`config.mk`:
```
export PLATFORM = sky130hd
export DESIGN_NAME = edge_detect_multi_flat
export DESIGN_NICKNAME = d
export VERILOG_FILES = /design/src/rtl/edge_detect_pkg.sv /design/src/rtl/edge_detect_multi_if.sv /design/src/rtl/edge_detect_chan.sv /design/src/rtl/edge_detect_multi.sv /design/src/flat_wrapper.sv
export SDC_FILE = /design/constraint.sdc
export NUM_CORES = 1
export LEC_CHECK = 0
export ABC_AREA = 1
export BUFFER_PORTS_ARGS = -buffer_cell sky130_fd_sc_hd__clkbuf_2
export CAP_MARGIN = 40
export CORE_UTILIZATION = 55
export CTS_CLUSTER_DIAMETER = 40
export DETAILED_ROUTE_END_ITERATION = 6
export PLACE_DENSITY = 0.82
export SETUP_SLACK_MARGIN = 0.2
export SYNTH_ARGS = -nofsm -noshare
export SYNTH_HDL_FRONTEND = slang
export SYNTH_HIERARCHICAL = 1
export SYNTH_SLANG_ARGS = --single-unit
```
`constraint.sdc`:
```
create_clock -name clk -period 2.1 [get_ports clk]
set_input_delay 0.315 -clock clk [delete_from_list [all_inputs] [get_ports clk]]
set_output_delay 0.315 -clock clk [all_outputs]
set_load 0.1 [all_outputs]
```
`src/rtl/edge_detect_pkg.sv`:
```
// rtl/edge_detect_pkg.sv - shared mode and state encodings for the multi-channel edge detector
package edge_detect_pkg;

    localparam logic [1:0] MODE_OFF  = 2'b00;
    localparam logic [1:0] MODE_RISE = 2'b01;
    localparam logic [1:0] MODE_FALL = 2'b10;
    localparam logic [1:0] MODE_BOTH = 2'b11;

    // The state value is the last sampled level.
    typedef enum logic [0:0] {
        ST_ZERO = 1'b0,
        ST_ONE  = 1'b1
    } state_e;

endpackage

```
`src/rtl/edge_detect_multi_if.sv`:
```
// rtl/edge_detect_multi_if.sv - level/mode/clear inputs and event outputs of the edge detector
interface edge_detect_multi_if #(
    parameter int NCH   = 4,
    parameter int CNT_W = 8
);
    logic [NCH-1:0]       level;
    logic [2*NCH-1:0]     mode;
    logic [NCH-1:0]       clr;
    logic [NCH-1:0]       tick;
    logic                 any_tick;
    logic [NCH-1:0]       evt_flag;
    logic [NCH*CNT_W-1:0] evt_cnt;

    modport master (
        output level, mode, clr,
        input  tick, any_tick, evt_flag, evt_cnt
    );

    modport slave (
        input  level, mode, clr,
        output tick, any_tick, evt_flag, evt_cnt
    );
endinterface

```
`src/rtl/edge_detect_chan.sv`:
```
// rtl/edge_detect_chan.sv - one channel: optional synchronizer (EDGE_DETECT_SYNC_EN), FSM, tick, flag, counter
module edge_detect_chan
    import edge_detect_pkg::*;
#(
    parameter int CNT_W = 8
) (
    input  logic             clk,
    input  logic             reset,
    input  logic             level,
    input  logic [1:0]       mode,
    input  logic             clr,
    output logic             tick,
    output logic             evt_flag,
    output logic [CNT_W-1:0] evt_cnt
);
    logic s;

`ifdef EDGE_DETECT_SYNC_EN
    logic sync1_q, sync1_d, sync2_q, sync2_d;

    always_comb begin
        sync1_d = level;
        sync2_d = sync1_q;
    end

    always_ff @(posedge clk) begin
        if (reset) begin
            sync1_q <= 1'b0;
            sync2_q <= 1'b0;
        end else begin
            sync1_q <= sync1_d;
            sync2_q <= sync2_d;
        end
    end

    assign s = sync2_q;
`else
    assign s = level;
`endif

    state_e state_q, state_d;
    logic   rise, fall;

    // State follows the level in every mode so enabling a channel sees no stale edge.
    always_comb begin
        state_d = state_q;
        rise    = 1'b0;
        fall    = 1'b0;
        case (state_q)
            ST_ZERO: if (s) begin
                state_d = ST_ONE;
                rise    = 1'b1;
            end
            ST_ONE: if (!s) begin
                state_d = ST_ZERO;
                fall    = 1'b1;
            end
            default: state_d = ST_ZERO;
        endcase
    end

    always_comb begin
        tick = 1'b0;
        if (!reset) begin
            case (mode)
                MODE_RISE: tick = rise;
                MODE_FALL: tick = fall;
                MODE_BOTH: tick = rise | fall;
                default:   tick = 1'b0;
            endcase
        end
    end

    logic             flag_q, flag_d;
    logic [CNT_W-1:0] cnt_q, cnt_d;

    // A tick coinciding with a clear wins: flag stays set and the count restarts at one.
    always_comb begin
        flag_d = flag_q;
        cnt_d  = cnt_q;
        if (clr) begin
            flag_d = 1'b0;
            cnt_d  = '0;
        end
        if (tick) begin
            flag_d = 1'b1;
            if (clr) begin
                cnt_d = CNT_W'(1);
            end else if (cnt_q != {CNT_W{1'b1}}) begin
                cnt_d = cnt_q + CNT_W'(1);
            end
        end
    end

    always_ff @(posedge clk) begin
        if (reset) begin
            state_q <= ST_ZERO;
            flag_q  <= 1'b0;
            cnt_q   <= '0;
        end else begin
            state_q <= state_d;
            flag_q  <= flag_d;
            cnt_q   <= cnt_d;
        end
    end

    assign evt_flag = flag_q;
    assign evt_cnt  = cnt_q;

endmodule

```
`src/rtl/edge_detect_multi.sv`:
```
// rtl/edge_detect_multi.sv - NCH-channel edge detector top; EDGE_DETECT_SYNC_EN adds input synchronizers
module edge_detect_multi
    import edge_detect_pkg::*;
#(
    parameter int NCH   = 4,
    parameter int CNT_W = 8
) (
    input  logic               clk,
    input  logic               reset,
    edge_detect_multi_if.slave bus
);
    logic [NCH-1:0]       tick_w;
    logic [NCH-1:0]       flag_w;
    logic [NCH*CNT_W-1:0] cnt_w;

    for (genvar i = 0; i < NCH; i++) begin : g_chan
        edge_detect_chan #(
            .CNT_W (CNT_W)
        ) u_chan (
            .clk      (clk),
            .reset    (reset),
            .level    (bus.level[i]),
            .mode     (bus.mode[2*i +: 2]),
            .clr      (bus.clr[i]),
            .tick     (tick_w[i]),
            .evt_flag (flag_w[i]),
            .evt_cnt  (cnt_w[CNT_W*i +: CNT_W])
        );
    end

    assign bus.tick     = tick_w;
    assign bus.any_tick = |tick_w;
    assign bus.evt_flag = flag_w;
    assign bus.evt_cnt  = cnt_w;

endmodule

```
`src/flat_wrapper.sv`:
```
// flat-port wrapper written by rule: the top's interface ports become plain ports
module edge_detect_multi_flat import edge_detect_pkg::*;
#(
    parameter int NCH   = 4,
    parameter int CNT_W = 8
)
  (clk, reset, bus_level, bus_mode, bus_clr, bus_tick, bus_any_tick, bus_evt_flag, bus_evt_cnt);
  edge_detect_multi_if #(.NCH(NCH), .CNT_W(CNT_W)) bus_i ();
  input  logic clk;
  input  logic reset;
  input wire logic [$bits(bus_i.level)-1:0] bus_level;
  input wire logic [$bits(bus_i.mode)-1:0] bus_mode;
  input wire logic [$bits(bus_i.clr)-1:0] bus_clr;
  output wire logic [$bits(bus_i.tick)-1:0] bus_tick;
  output wire logic [$bits(bus_i.any_tick)-1:0] bus_any_tick;
  output wire logic [$bits(bus_i.evt_flag)-1:0] bus_evt_flag;
  output wire logic [$bits(bus_i.evt_cnt)-1:0] bus_evt_cnt;
  assign bus_i.level = bus_level;
  assign bus_i.mode = bus_mode;
  assign bus_i.clr = bus_clr;
  assign bus_tick = bus_i.tick;
  assign bus_any_tick = bus_i.any_tick;
  assign bus_evt_flag = bus_i.evt_flag;
  assign bus_evt_cnt = bus_i.evt_cnt;
  edge_detect_multi #(.NCH(NCH), .CNT_W(CNT_W)) u_core (.clk(clk), .reset(reset), .bus(bus_i));
endmodule
```
# ---- After elaboration in Yosys (flattened, before gate mapping)
# Cells that the tools add are included.
dict set report totals {
  ff_bits 40
  word_cells 89
  input_bits 18
}
dict set report classes {
  eq_ne 16
  n_reduce_logical 5
  n_addsub 4
  mux 48
  bitwise_logic 4
}
# cell count
set op_table {}
lappend op_table {{$mux 8} 16}
lappend op_table {{$add 8x1->8 const B} 4}
lappend op_table {{$ne 8x8->1 const B} 4}
lappend op_table {{$mux 1} 28}
lappend op_table {{$eq 2x2->1 const B} 8}
lappend op_table {{$pmux 1 s3} 4}
lappend op_table {{$eq 2x1->1 const B} 4}
lappend op_table {{$reduce_bool 2->1} 4}
lappend op_table {{$or 1x1->1} 4}
lappend op_table {{$reduce_or 4->1} 1}

# ---- Longest topological paths before layout
# Gate-level depths: netlist (run 1).
dict set report logic_depth {
  ltp_word 6
  depth_mapped 10
}

# ---- Hierarchy
# The synthesis (run 1) kept the hierarchy.
# module area_each_um2 instances cells_per_inst
set modules_own_cells {}
lappend modules_own_cells {edge_detect_chan 596.8 4 93}
lappend modules_own_cells {edge_detect_multi 11.3 1 3}

# ---- Least setup slack after synthesis (run 1)
# OpenSTA, ideal clock, no wires.
dict set report synth_path {
  kind {input to output}
  start {input port bus_level[3]}
  end {output port bus_any_tick}
  arrival_ns 2.406
  path_slack_ns -0.621
  path_stages 9
  cell_sequence {inv_1 > ha_1 > inv_1 > nand2_1 > nand3_1 > nand2_4 > inv_1 > nor2_1 > nand2_1}
}
dict set report synth_via {
  elab_chain_cells 6
  elab_cells_between_ends 8
  classes_between {6 x mux; 1 x bitwise; 1 x reduce/logical}
}
# element line
set synth_lines {}
lappend synth_lines {{start: declaration} flat_wrapper.sv:11} ;# input wire logic [$bits(bus_i.level)-1:0] bus_level;
lappend synth_lines {{$mux 1, on equally long branches} {edge_detect_chan.sv:50, edge_detect_chan.sv:54}}
lappend synth_lines {{$mux 1} edge_detect_chan.sv:49} ;# case (state_q)
lappend synth_lines {{$or 1x1->1} edge_detect_chan.sv:68} ;# MODE_BOTH: tick = rise | fall;
lappend synth_lines {{$pmux 1 s3 *} edge_detect_chan.sv:65} ;# case (mode)
lappend synth_lines {{$mux 1 *} edge_detect_chan.sv:64} ;# if (!reset) begin
lappend synth_lines {{net bus_tick[3]} flat_wrapper.sv:14} ;# output wire logic [$bits(bus_i.tick)-1:0] bus_tick;
lappend synth_lines {{$reduce_or 4->1 *} edge_detect_multi.sv:32} ;# assign bus.any_tick = |tick_w;
lappend synth_lines {{end: declaration} flat_wrapper.sv:15} ;# output wire logic [$bits(bus_i.any_tick)-1:0] bus_any_tick;
# The timed path passes the listed nets; every way through them passes the cells marked *.

# ---- Final worst setup path (run 1)
dict set report layout_path {
  start {register u_core.g_chan[1].u_chan.state_q}
  end {output port bus_any_tick}
}
dict set report layout_via {
  elab_chain_cells 5
  elab_cells_between_ends 6
  classes_between {4 x mux; 1 x bitwise; 1 x reduce/logical}
}
# element line
set layout_lines {}
lappend layout_lines {{start: declaration} edge_detect_chan.sv:41} ;# state_e state_q, state_d;
lappend layout_lines {{start signal: assignment} edge_detect_chan.sv:101} ;# state_q <= state_d;
lappend layout_lines {{$mux 1} edge_detect_chan.sv:49}
lappend layout_lines {{$or 1x1->1} edge_detect_chan.sv:68}
lappend layout_lines {{$pmux 1 s3 *} edge_detect_chan.sv:65}
lappend layout_lines {{$mux 1 *} edge_detect_chan.sv:64}
lappend layout_lines {{$reduce_or 4->1 *} edge_detect_multi.sv:32}
# Mark *: on every way between the ends. The rest lies on a longest branch, timed or not.

==> results of run 1 <==
==> synth_stat cells <==
library cell              count  share of area
sky130_fd_sc_hd__nor3_2       4          0.017
sky130_fd_sc_hd__nor3_1       8          0.017
sky130_fd_sc_hd__nand3_1     28          0.058
sky130_fd_sc_hd__dfxtp_1     40           0.33
sky130_fd_sc_hd__inv_1       72           0.11
sky130_fd_sc_hd__o21ai_1      8          0.017
sky130_fd_sc_hd__nand4_1     12          0.031
sky130_fd_sc_hd__a21oi_1      8          0.017
sky130_fd_sc_hd__nand2_4      4          0.019
sky130_fd_sc_hd__nor2_1      78           0.12
sky130_fd_sc_hd__nor2_4       4          0.019
sky130_fd_sc_hd__nand2_1     89           0.14
sky130_fd_sc_hd__ha_1        12          0.063
sky130_fd_sc_hd__a21oi_4      4          0.027
sky130_fd_sc_hd__o21ai_0      4         0.0083
==> state kept, by name, indices dropped and copies added (netlist names) <==
signal	cells
u_core/g_chan.u_chan/evt_cnt	32
u_core/g_chan.u_chan/evt_flag	4
u_core/g_chan.u_chan/state_q	4
==> worst max-delay path: cells and delay by family, from the launching register on <==
kind | cells | cell delay (ns)
fa+ha+maj | 1 | 0.25
buf+inv | 3 | 0.30
flops | 1 | 0.34
simple gates | 5 | 0.46
==> what timing repair did <==
item                       in CTS  in global routing
resized for setup              11                 13
setup endpoints to repair       5                  5
pin swaps                      15                 13
setup buffers                  15                  3
==> per-stage QoR <==
step                setup slack, ns  cells  TNS (ns)
CTS                          0.1242    509         0
global placement             0.1472    486         0
floorplan                  -0.05035    375  -0.05035
global route                0.06758    512         0
finish                       0.1383    512         0
detailed placement          0.09463    486         0
==> per-layer routing <==
metal / GRT usage / share of wire / vias to the layer above
met5: 0 / 0 / -
met4: 0.1042 / 0.011 / 0
met3: 0.07333 / 0.055 / 7
met2: 0.4510 / 0.50 / 66
met1: 0.2931 / 0.43 / 1173
li1: - / - / 1336
==> power breakdown <==
| group | switching [uW] | internal (uW) |
|---|---|---|
| combinational | 329 | 154 |
| clock | 271 | 262 |
| sequential | 17.5 | 779 |
==> placed cells by master, fill, tap and decap left out, drive strengths merged <==
cell	instances
nand2	93
nor2	82
inv	68
clkbuf	59
dfxtp	40
nand3	28
buf	26
nand4	12
nor3	12
a21oi	12
o21ai	12
ha	12
clkinvlp	4
clkinv	2
==> logic make-up after synthesis <==
family / count (synthesis)
AND/OR/NAND/NOR: 227
buffers and inverters: 72
flip-flops: 40
AO/OA/AOI/OAI: 24
adder cells (fa/ha/maj): 12
==> path summary, 6_finish.rpt <==
kind,start,end,slack [ns],cells after the start
setup / recovery,u_core/g_chan[1].u_chan/state_q,bus_any_tick,0.14,9
hold / removal,bus_level[1],u_core/g_chan[1].u_chan/state_q,0.26,3
setup reg to reg,u_core/g_chan[2].u_chan/state_q,u_core/g_chan[2].u_chan/evt_cnt[3],0.58,10
hold reg to reg,u_core/g_chan[0].u_chan/evt_flag,u_core/g_chan[0].u_chan/evt_flag,0.47,2
==> layout make-up <==
type | count | area share
inverter | 72 | 0.09329
sequential | 40 | 0.2473
clock buffer | 6 | 0.02503
tap | 50 | 0.01896
timing repair buffer | 79 | 0.1619
multi-input combinational | 263 | 0.4505
clock inverter | 2 | 0.003034
==> flow_summary.toml, run 1 <==
[sta]
timing.slew.headroom = 0.6375
max_slew.worst_pin.slew_ns = 0.5461
final_period_minus_worst_setup_slack_ns = 1.962
rsz0062_at_grt = "yes"
hold_slack_ns = 0.2612
final_hold_viol_count = 0
slew_viol_final = 0
fin_crit_sh = 0.9341
fmaxAchievable_mhz = 509.8
skew_ns = 0.005114
setup-violations-final = 0

[yosys]
synthAdderAreaFrac = 0.06260
synth-compound-area-share = 0.06886
synth-simple-area-share = 0.4220
synth_seq_area_share = 0.3339
syn-instance-count = 375
synthDistinctLibCells = 15
avgSynthCellArea_sq_um = 6.396
synth_top_family_by_area = "simple AND/OR/NAND/NOR gates"
synth-warning-count = 6
synth.ff_latch_count = 40
synth_mux_area_frac = 0
synth_xor_area_frac = 0
netlist_area_sq_um = 2399
synth.net_count = 405

[die]
die-height_um = 68.04
floorplan.die_area_sq_um = 4629
initial_utilization = 0.5870
die_w_um = 68.04
floorplan.core_area_sq_um = 4086
i_o_pin_count = 59
fp-row-count = 23

[detailed_routing]
route.detailed.drc = 0
wirelength_um = 5868
postRouteAntennaNets = 0
vias_per_cell = 5.043
wire_per_inst_um = 11.46
drt_iter0_drc = 155
drt_pass1_iterations = 4
vias = 2582

[cells_and_area]
utilization = 0.8074
area.sequential_sq_um = 815.8
multi_input_comb_area_sq_um = 1486
finalInstanceArea_sq_um = 3299
final_layout_size_suffix_gt1_frac = 0.3268
number_of_antenna_diodes = 0
finalNetCount = 491
fillers = 306
area_growth_syn_to_layout_pct = 37.56

[clock_network]
insertion_delay_ns = 0.29
cts-root-buf = "sky130_fd_sc_hd__clkbuf_8"
cts_made_buffers = 5
cts.sink_count = 40
tritoncts = "done"
clock_tree.htree_level_count = 2
number_of_buffers_inserted_for_hold_repair_after_clock_tree_synthesis = 0
max-clock-path-buffers = 2
cts.reportedPaths.clkPinSlew_ns = 0.08

[global_routing]
antenna_found_initial = 0
grt_max_degree = 13
global_route.overflow_total = 0
grt_pass1_vias = 2238
grtUsageTotal = 0.2586
global_route_wire_length_before_repair_um = 9025

[setup_path]
timing.critical_path.required_ns = 1.78
critPathLaunchType = "flip-flop"
critical_setup_path_kind = "reg2out"
highest_fanout_seen_on_the_critical_path = 2
worst_path_max_stage_delay_ns = 0.34
crit_arrival_ns = 1.65
crit_path_cell_trace = "ha_4 -> inv_2 -> nand2_2 -> nand3_4 -> nand2_4 -> clkinvlp_4 -> nor2_4 -> nand2_8 -> buf_12"
crit_slowest_cell = "sky130_fd_sc_hd__dfxtp_2"
setup.worst_path.end_class = "output pin"

[placement]
portBuffers = 58
place.detailed.hpwl_um = 4264
postPlaceCellArea_sq_um = 2998
gp_routability_congestion = 0.9021

[power]
power.ir.vdd_worst_mv = 0.6559
design_power_total_uw = 1813
cellPowerDensity_nw_per_um2 = 549.4
cellLeakagePower_uw = 0.001569

[status]
status = "complete, no violations"

[run]
number_of_maximum_capacitance_constraint_violations = 0

[worst_hold_path]
worstHoldPathType = "in2reg"
(Power assumes the default switching activity.)
==> run 2: changes to the inputs <==
--- a/config.mk
+++ b/config.mk
@@ -11,9 +11,8 @@
 export CORE_UTILIZATION = 55
 export CTS_CLUSTER_DIAMETER = 40
 export DETAILED_ROUTE_END_ITERATION = 6
-export PLACE_DENSITY = 0.82
+export PLACE_DENSITY_LB_ADDON = 0.12
 export SETUP_SLACK_MARGIN = 0.2
 export SYNTH_ARGS = -nofsm -noshare
 export SYNTH_HDL_FRONTEND = slang
-export SYNTH_HIERARCHICAL = 1
 export SYNTH_SLANG_ARGS = --single-unit
==> constraint.sdc (replaced) <==
create_clock -name clk -period 2.1 [get_ports clk]
set_input_delay 0 -clock clk [delete_from_list [all_inputs] [get_ports clk]]
set_output_delay 0 -clock clk [all_outputs]
set_load 0.1 [all_outputs]
==> flow_summary.toml, run 2 <==
[sta]
slew_viol_final = 0
max_slew.worst_pin.slew_ns = 0.5445
skew_ns = 0.004770
timing.slew.headroom = 0.6385
totalNegativeSetupSlack_ns = 0
fin_crit_sh = 0.8519
rsz0062_at_grt = "no"
setup-violations-final = 0
worst_slack_ns = 0.3109
final_hold_viol_count = 0
fmaxAchievable_mhz = 559.0
final_period_minus_worst_setup_slack_ns = 1.789

[detailed_routing]
drt_iter0_drc = 106
vias_per_cell = 4.874
wirelength_um = 4846
postRouteAntennaNets = 0
vias = 2276
route.detailed.drc = 0
wire_per_inst_um = 10.38
drt_pass1_iterations = 4

[clock_network]
tritoncts = "done"
cts.sink_count = 40
cts.reportedPaths.clkPinSlew_ns = 0.07
insertion_delay_ns = 0.29
cts-root-buf = "sky130_fd_sc_hd__clkbuf_8"
clock_tree.htree_level_count = 2
max-clock-path-buffers = 2
cts_made_buffers = 5

[cells_and_area]
largest_register_ffs = 32
final_layout_size_suffix_gt1_frac = 0.2374
area_growth_syn_to_layout_pct = 19.08
mostFrequentLayoutCell = "sky130_fd_sc_hd__nand2_1"
number_of_non_filler_instances_in_the_completed_layout = 467
finalNetCount = 446
number_of_antenna_diodes = 0
most-common-layout-cells = "80 x sky130_fd_sc_hd__nand2_1, 60 x sky130_fd_sc_hd__inv_1, 55 x sky130_fd_sc_hd__clkbuf_2"

[die]
i_o_pin_count = 59
die-height_um = 68.50
floorplan.die_area_sq_um = 4692
die_w_um = 68.50
initial_utilization = 0.5911
fp-row-count = 23
floorplan.core_area_sq_um = 4115

[setup_path]
critical_path.reg2reg.startpoint = "u_core.g_chan[0].u_chan.evt_cnt[0]"
crit_path_cell_trace = "ha_1 -> inv_1 -> nand2_1 -> nand3_1 -> nand2_2 -> inv_1 -> clkbuf_2"
path_buf_inv = 3
worst_path_max_stage_delay_ns = 0.47
setup.worst_path.end_class = "output pin"
regToRegEndpoint = "u_core.g_chan[0].u_chan.evt_cnt[1]"
path_common_cell = "sky130_fd_sc_hd__inv_1"
critPathTopFamily = "buffers and inverters"
highest_fanout_seen_on_the_critical_path = 7
critPathLaunchType = "flip-flop"
timing.critical_path.required_ns = 2.10
crit_slowest_cell = "sky130_fd_sc_hd__clkbuf_2"
reg2reg_setup_slack_ns = 0.66
crit_arrival_ns = 1.79
critical_setup_path_kind = "reg2out"
timing.reg2reg.worst_path_depth = 9
crit_start = "u_core.g_chan[0].u_chan.state_q"

[global_routing]
grt_use_met3 = 0.05428
grtUsageTotal = 0.2259
global_route.overflow_total = 0
global_route_wire_length_before_repair_um = 7955
gr-max-usage-layer = "met2"
antenna_found_initial = 0
grtUsageMet2 = 0.3873
grt_pass1_vias = 1963
grt_max_degree = 21
grt.met1_usage = 0.2700

[worst_hold_path]
hold-path-cell-count = 4
worstHoldPathType = "in2reg"
hold_path_end = "u_core.g_chan[0].u_chan.evt_cnt[0]"
hp-start = "bus_clr[0]"

[yosys]
async_reset_ff_frac = 0
synthDistinctLibCells = 29
yosysMostFrequentCell = "sky130_fd_sc_hd__nand2_1"
synth.top_cells.by_count = "80 x sky130_fd_sc_hd__nand2_1, 60 x sky130_fd_sc_hd__inv_1, 53 x sky130_fd_sc_hd__nor2_1, 40 x sky130_fd_sc_hd__dfxtp_1, 26 x sky130_fd_sc_hd__nand3_1"
synth_enable_flop_cells = 0
avgSynthCellArea_sq_um = 6.813
synth_flop_cell = "sky130_fd_sc_hd__dfxtp_1"
synth.ff_latch_count = 40
synth_seq_area_share = 0.3292
netlist.area_leader.share = 0.3292
synthDominantAreaCellType = "sky130_fd_sc_hd__dfxtp_1"
syn-instance-count = 357
netlist_area_sq_um = 2432
synth.net_count = 387
synth-warning-count = 0
synth.area.top_cells = "sky130_fd_sc_hd__dfxtp_1 33%, sky130_fd_sc_hd__nand2_1 12%, sky130_fd_sc_hd__inv_1 9.3%, sky130_fd_sc_hd__nor2_1 8.2%, sky130_fd_sc_hd__ha_1 6.2%"

[status]
status = "complete, no violations"

[placement]
post-place-ws_ns = 0.6122
gp_routability_congestion = 0.8412
portBuffers = 58
place.detailed.hpwl_um = 3596
dp.cells = 455

[power]
power.ir.vdd_worst_mv = 0.4191
cellLeakagePower_uw = 0.001498
cellPowerDensity_nw_per_um2 = 633.9
design_power_total_uw = 1836

[run]
number_of_maximum_capacitance_constraint_violations = 0
==> run 2: cell types whose count changed in the layout (fill, tap and decap cells not counted), moves of 7 or more <==
cell / before / now
sky130_fd_sc_hd__nor2_1: 76 / 53
sky130_fd_sc_hd__buf_4: 18 / 0
sky130_fd_sc_hd__a21oi_1: 8 / 21
sky130_fd_sc_hd__ha_1: 5 / 12
sky130_fd_sc_hd__nand4_1: 12 / 5
==> run 2: final cells by class <==
cell class / instances / area [sq um]
flip-flops and latches: 40 / 813.3
clock inverters: 1 / 30.03
clock buffers: 7 / 96.34
well taps: 50 / 62.56
inverters: 61 / 229.0
multi-input cells: 246 / 1328
fillers: 380 / 1219
repair buffers: 62 / 337.8
==> run 2: cell families (layout without fill, tap and decap cells) <==
kind of cell,after synthesis,in the layout,share of synthesized area
DFF,40,40,0.3292
and+or+nand+nor,189,189,0.3673
xor gates and xnor gates,3,3,0.01080
buffers and inverters,71,131,0.1250
adders and majority gates,12,12,0.06173
AOI/OAI and AO/OA,42,42,0.1060
==> run 2: worst max path at each step <==
stage          slack [ns]                                 end  depth (start not counted)
3_3_place_gp         0.63                        bus_any_tick                          7
2_1_floorplan        0.16  u_core.g_chan[2].u_chan.evt_cnt[7]                          7
6_report             0.31                         bus_tick[0]                          7
5_1_grt              0.22                        bus_any_tick                         10
4_1_cts              0.21                        bus_any_tick                         10
3_5_place_dp         0.61                        bus_any_tick                          7
==> run 2: layer usage <==
layer  vias up  share of wire
met2        53           0.46
met1       981           0.48
met4         0          0.015
met3         8          0.048
met5         -              0
li1       1234              -
==> run 2: timing repair <==
action                     in CTS  in global routing
buffers inserted                0                  0
hold buffers                    4                  0
hold endpoints to repair        4                  0
gates resized for setup         0                  6
setup endpoints to repair       0                  3
==> run 2: per-stage QoR <==
stage	hold WS [ns]	cell area (sq um)	util
after detailed placement	0.2524	2723	0.6616
after floorplan	0.1286	2445	-
final	0.02795	2897	0.7039
after global routing	0.02497	2897	0.7039
after global placement	0.2457	2723	0.6616
after CTS	0.01790	2889	0.7020
==> run 2: worst min-delay path, stage by stage <==
cell                       delay (ns)
sky130_fd_sc_hd__clkbuf_2        0.11
sky130_fd_sc_hd__nor2_1          0.06
sky130_fd_sc_hd__nand2_1         0.05
sky130_fd_sc_hd__a21oi_1         0.06
==> run 2: power by group <==
part           switching [uW]  internal [uW]  total (uW)
sequential               13.9            778         792
clock                     268            419         687
combinational             279           78.4         357
==> run 3: changes to the inputs <==
--- a/config.mk
+++ b/config.mk
@@ -9,7 +9,7 @@
 export BUFFER_PORTS_ARGS = -buffer_cell sky130_fd_sc_hd__clkbuf_2
 export CAP_MARGIN = 40
 export CORE_UTILIZATION = 55
-export CTS_CLUSTER_DIAMETER = 40
+export CTS_CLUSTER_DIAMETER = 200
 export DETAILED_ROUTE_END_ITERATION = 6
 export PLACE_DENSITY_LB_ADDON = 0.12
 export SETUP_SLACK_MARGIN = 0.2
==> constraint.sdc (replaced) <==
create_clock -name clk -period 2.1 [get_ports clk]
set_input_delay 0 -clock clk [delete_from_list [all_inputs] [get_ports clk]]
set_output_delay 0 -clock clk [all_outputs]
set_load 0.02 [all_outputs]
==> flow_summary.toml, run 3 (same netlist as run 2, synthesis figures left out) <==
[power]
cellLeakagePower_uw = 0.001498
power.ir.vdd_worst_mv = 0.4216
cellPowerDensity_nw_per_um2 = 592.3

[sta]
fin_crit_sh = 0.7622
final_hold_viol_count = 0
max_slew.worst_pin.slew_ns = 0.5367
totalNegativeSetupSlack_ns = 0
rsz0062_at_grt = "no"
final_period_minus_worst_setup_slack_ns = 1.601
timing.slew.headroom = 0.6409
setup-violations-final = 0
fmaxAchievable_mhz = 624.8
slew_viol_final = 0
skew_ns = 0.001929

[setup_path]
timing.critical_path.required_ns = 2.10
regToRegEndpoint = "u_core.g_chan[0].u_chan.evt_cnt[1]"
logic_depth_of_the_worst_setup_path_including_buffers = 10
timing.reg2reg.worst_path_depth = 9
crit_slowest_cell = "sky130_fd_sc_hd__dlygate4sd3_1"
reg2reg_setup_slack_ns = 0.60
critPathLaunchType = "input pin"
worst_path_max_stage_delay_ns = 0.53
critPathTopFamily = "buffers and inverters"
crit_path_cell_trace = "dlygate4sd3_1 -> clkbuf_2 -> inv_1 -> ha_1 -> inv_1 -> nand2_1 -> nand3_1 -> nand2_2 -> inv_1 -> clkbuf_2"
crit_arrival_ns = 1.60
critical_path.reg2reg.startpoint = "u_core.g_chan[0].u_chan.evt_cnt[0]"
setup.worst_path.end_class = "output pin"
critical_setup_path_kind = "in2out"
highest_fanout_seen_on_the_critical_path = 7
path_buf_inv = 6
path_common_cell = "sky130_fd_sc_hd__inv_1"

[worst_hold_path]
hp-start = "bus_clr[0]"
hold_path_end = "u_core.g_chan[0].u_chan.evt_cnt[0]"
hold-path-cell-count = 4
worstHoldPathType = "in2reg"

[clock_network]
cts_made_buffers = 5
postCtsSetupBuffers = 0
clock_tree.htree_level_count = 2
max-clock-path-buffers = 2
insertion_delay_ns = 0.29
tritoncts = "done"
cts-root-buf = "sky130_fd_sc_hd__clkbuf_8"
cts.reportedPaths.clkPinSlew_ns = 0.08
cts.sink_count = 40
post_cts_resized = 0

[cells_and_area]
final_layout_size_suffix_gt1_frac = 0.2153
finalNetCount = 447
fillers = 349
most-common-layout-cells = "80 x sky130_fd_sc_hd__nand2_1, 60 x sky130_fd_sc_hd__inv_1, 58 x sky130_fd_sc_hd__clkbuf_2"
mostFrequentLayoutCell = "sky130_fd_sc_hd__nand2_1"
utilization = 0.7008
number_of_antenna_diodes = 0
area_growth_syn_to_layout_pct = 18.57
largest_register_ffs = 32

[global_routing]
grtUsageTotal = 0.2315
grt_pass1_vias = 1990
global_route_wire_length_before_repair_um = 8155
antenna_found_initial = 0
global_route.overflow_total = 0
grt_max_degree = 16

[die]
die-height_um = 68.50
initial_utilization = 0.5911
floorplan.die_area_sq_um = 4692
fp-row-count = 23
floorplan.core_area_sq_um = 4115
die_w_um = 68.50
i_o_pin_count = 59

[detailed_routing]
vias_per_cell = 4.998
route.detailed.drc = 0
wire_per_inst_um = 10.69
wirelength_um = 5001
route.met3.wl_um = 199
vias = 2339
drt_pass1_iterations = 4
drt_iter0_drc = 87
highest_layer = "met4"
route.layer.met1.wl_um = 2318
routed-wl-met2_um = 2401
postRouteAntennaNets = 0

[run]
number_of_maximum_capacitance_constraint_violations = 0

[placement]
place.detailed.hpwl_um = 3743
portBuffers = 58
gp_routability_congestion = 0.8467

[status]
status = "complete, no violations"
## run 3: how the worst max path moves through the flow
| stage | startpoint | endpoint | slack (ns) |
|---|---|---|---|
| global placement | u_core.g_chan[2].u_chan.state_q | u_core.g_chan[2].u_chan.evt_cnt[0] | 0.67 |
| finish | bus_level[0] | bus_tick[0] | 0.50 |
| detailed placement | u_core.g_chan[0].u_chan.evt_cnt[1] | u_core.g_chan[0].u_chan.evt_cnt[1] | 0.64 |
| global route | bus_level[3] | bus_any_tick | 0.34 |
| floorplan | u_core.g_chan[0].u_chan.evt_cnt[0] | u_core.g_chan[0].u_chan.evt_cnt[1] | 0.61 |
| CTS | bus_level[3] | bus_any_tick | 0.49 |
## run 3: metrics by stage
stage	hold WS [ns]	cell area, sq um	worst slack, ns	power, uW	instances
final	0.02734	2884	0.4994	1708	468
after detailed placement	0.2592	2718	0.6373	1027	456
after floorplan	0.1286	2432	0.6121	971.2	357
after global routing	0.04537	2884	0.3395	1783	468
after global placement	0.2427	2718	0.6735	1021	456
after CTS	0.01459	2884	0.4888	1724	468
## run 3: timing repair
| action | in CTS | in global routing |
|---|---|---|
| setup endpoints to repair | 0 | 0 |
| hold buffers | 4 | 0 |
| hold endpoints to repair | 4 | 0 |
## run 3: report_power, final
group          switching, uW  internal, uW
clock network            276           420
registers               13.5           776
logic                    145          77.4
total                    435          1270
## run 3: layout make-up
cell class                      instances  area (sq um)  share of cell area
Multi-Input combinational cell        246          1328              0.4603
Sequential cell                        40         800.8              0.2777
Timing Repair Buffer                   63         337.8              0.1171
Inverter                               61         229.0             0.07939
Clock buffer                            7         96.34             0.03341
Tap cell                               50         62.56             0.02169
Clock inverter                          1         30.03             0.01041
## run 3: tightest hold or removal path, delay by kind of cell
family,cells,cell delay (ns)
AOI/OAI and AO/OA,1,0.06
buffers and inverters,1,0.11
and+or+nand+nor,2,0.11
## run 3: layer usage
metal | GRT usage | up-vias
met5 | 0 | -
met4 | 0.1068 | 0
met3 | 0.05757 | 8
met2 | 0.4056 | 50
met1 | 0.2618 | 1052
li1 | - | 1229
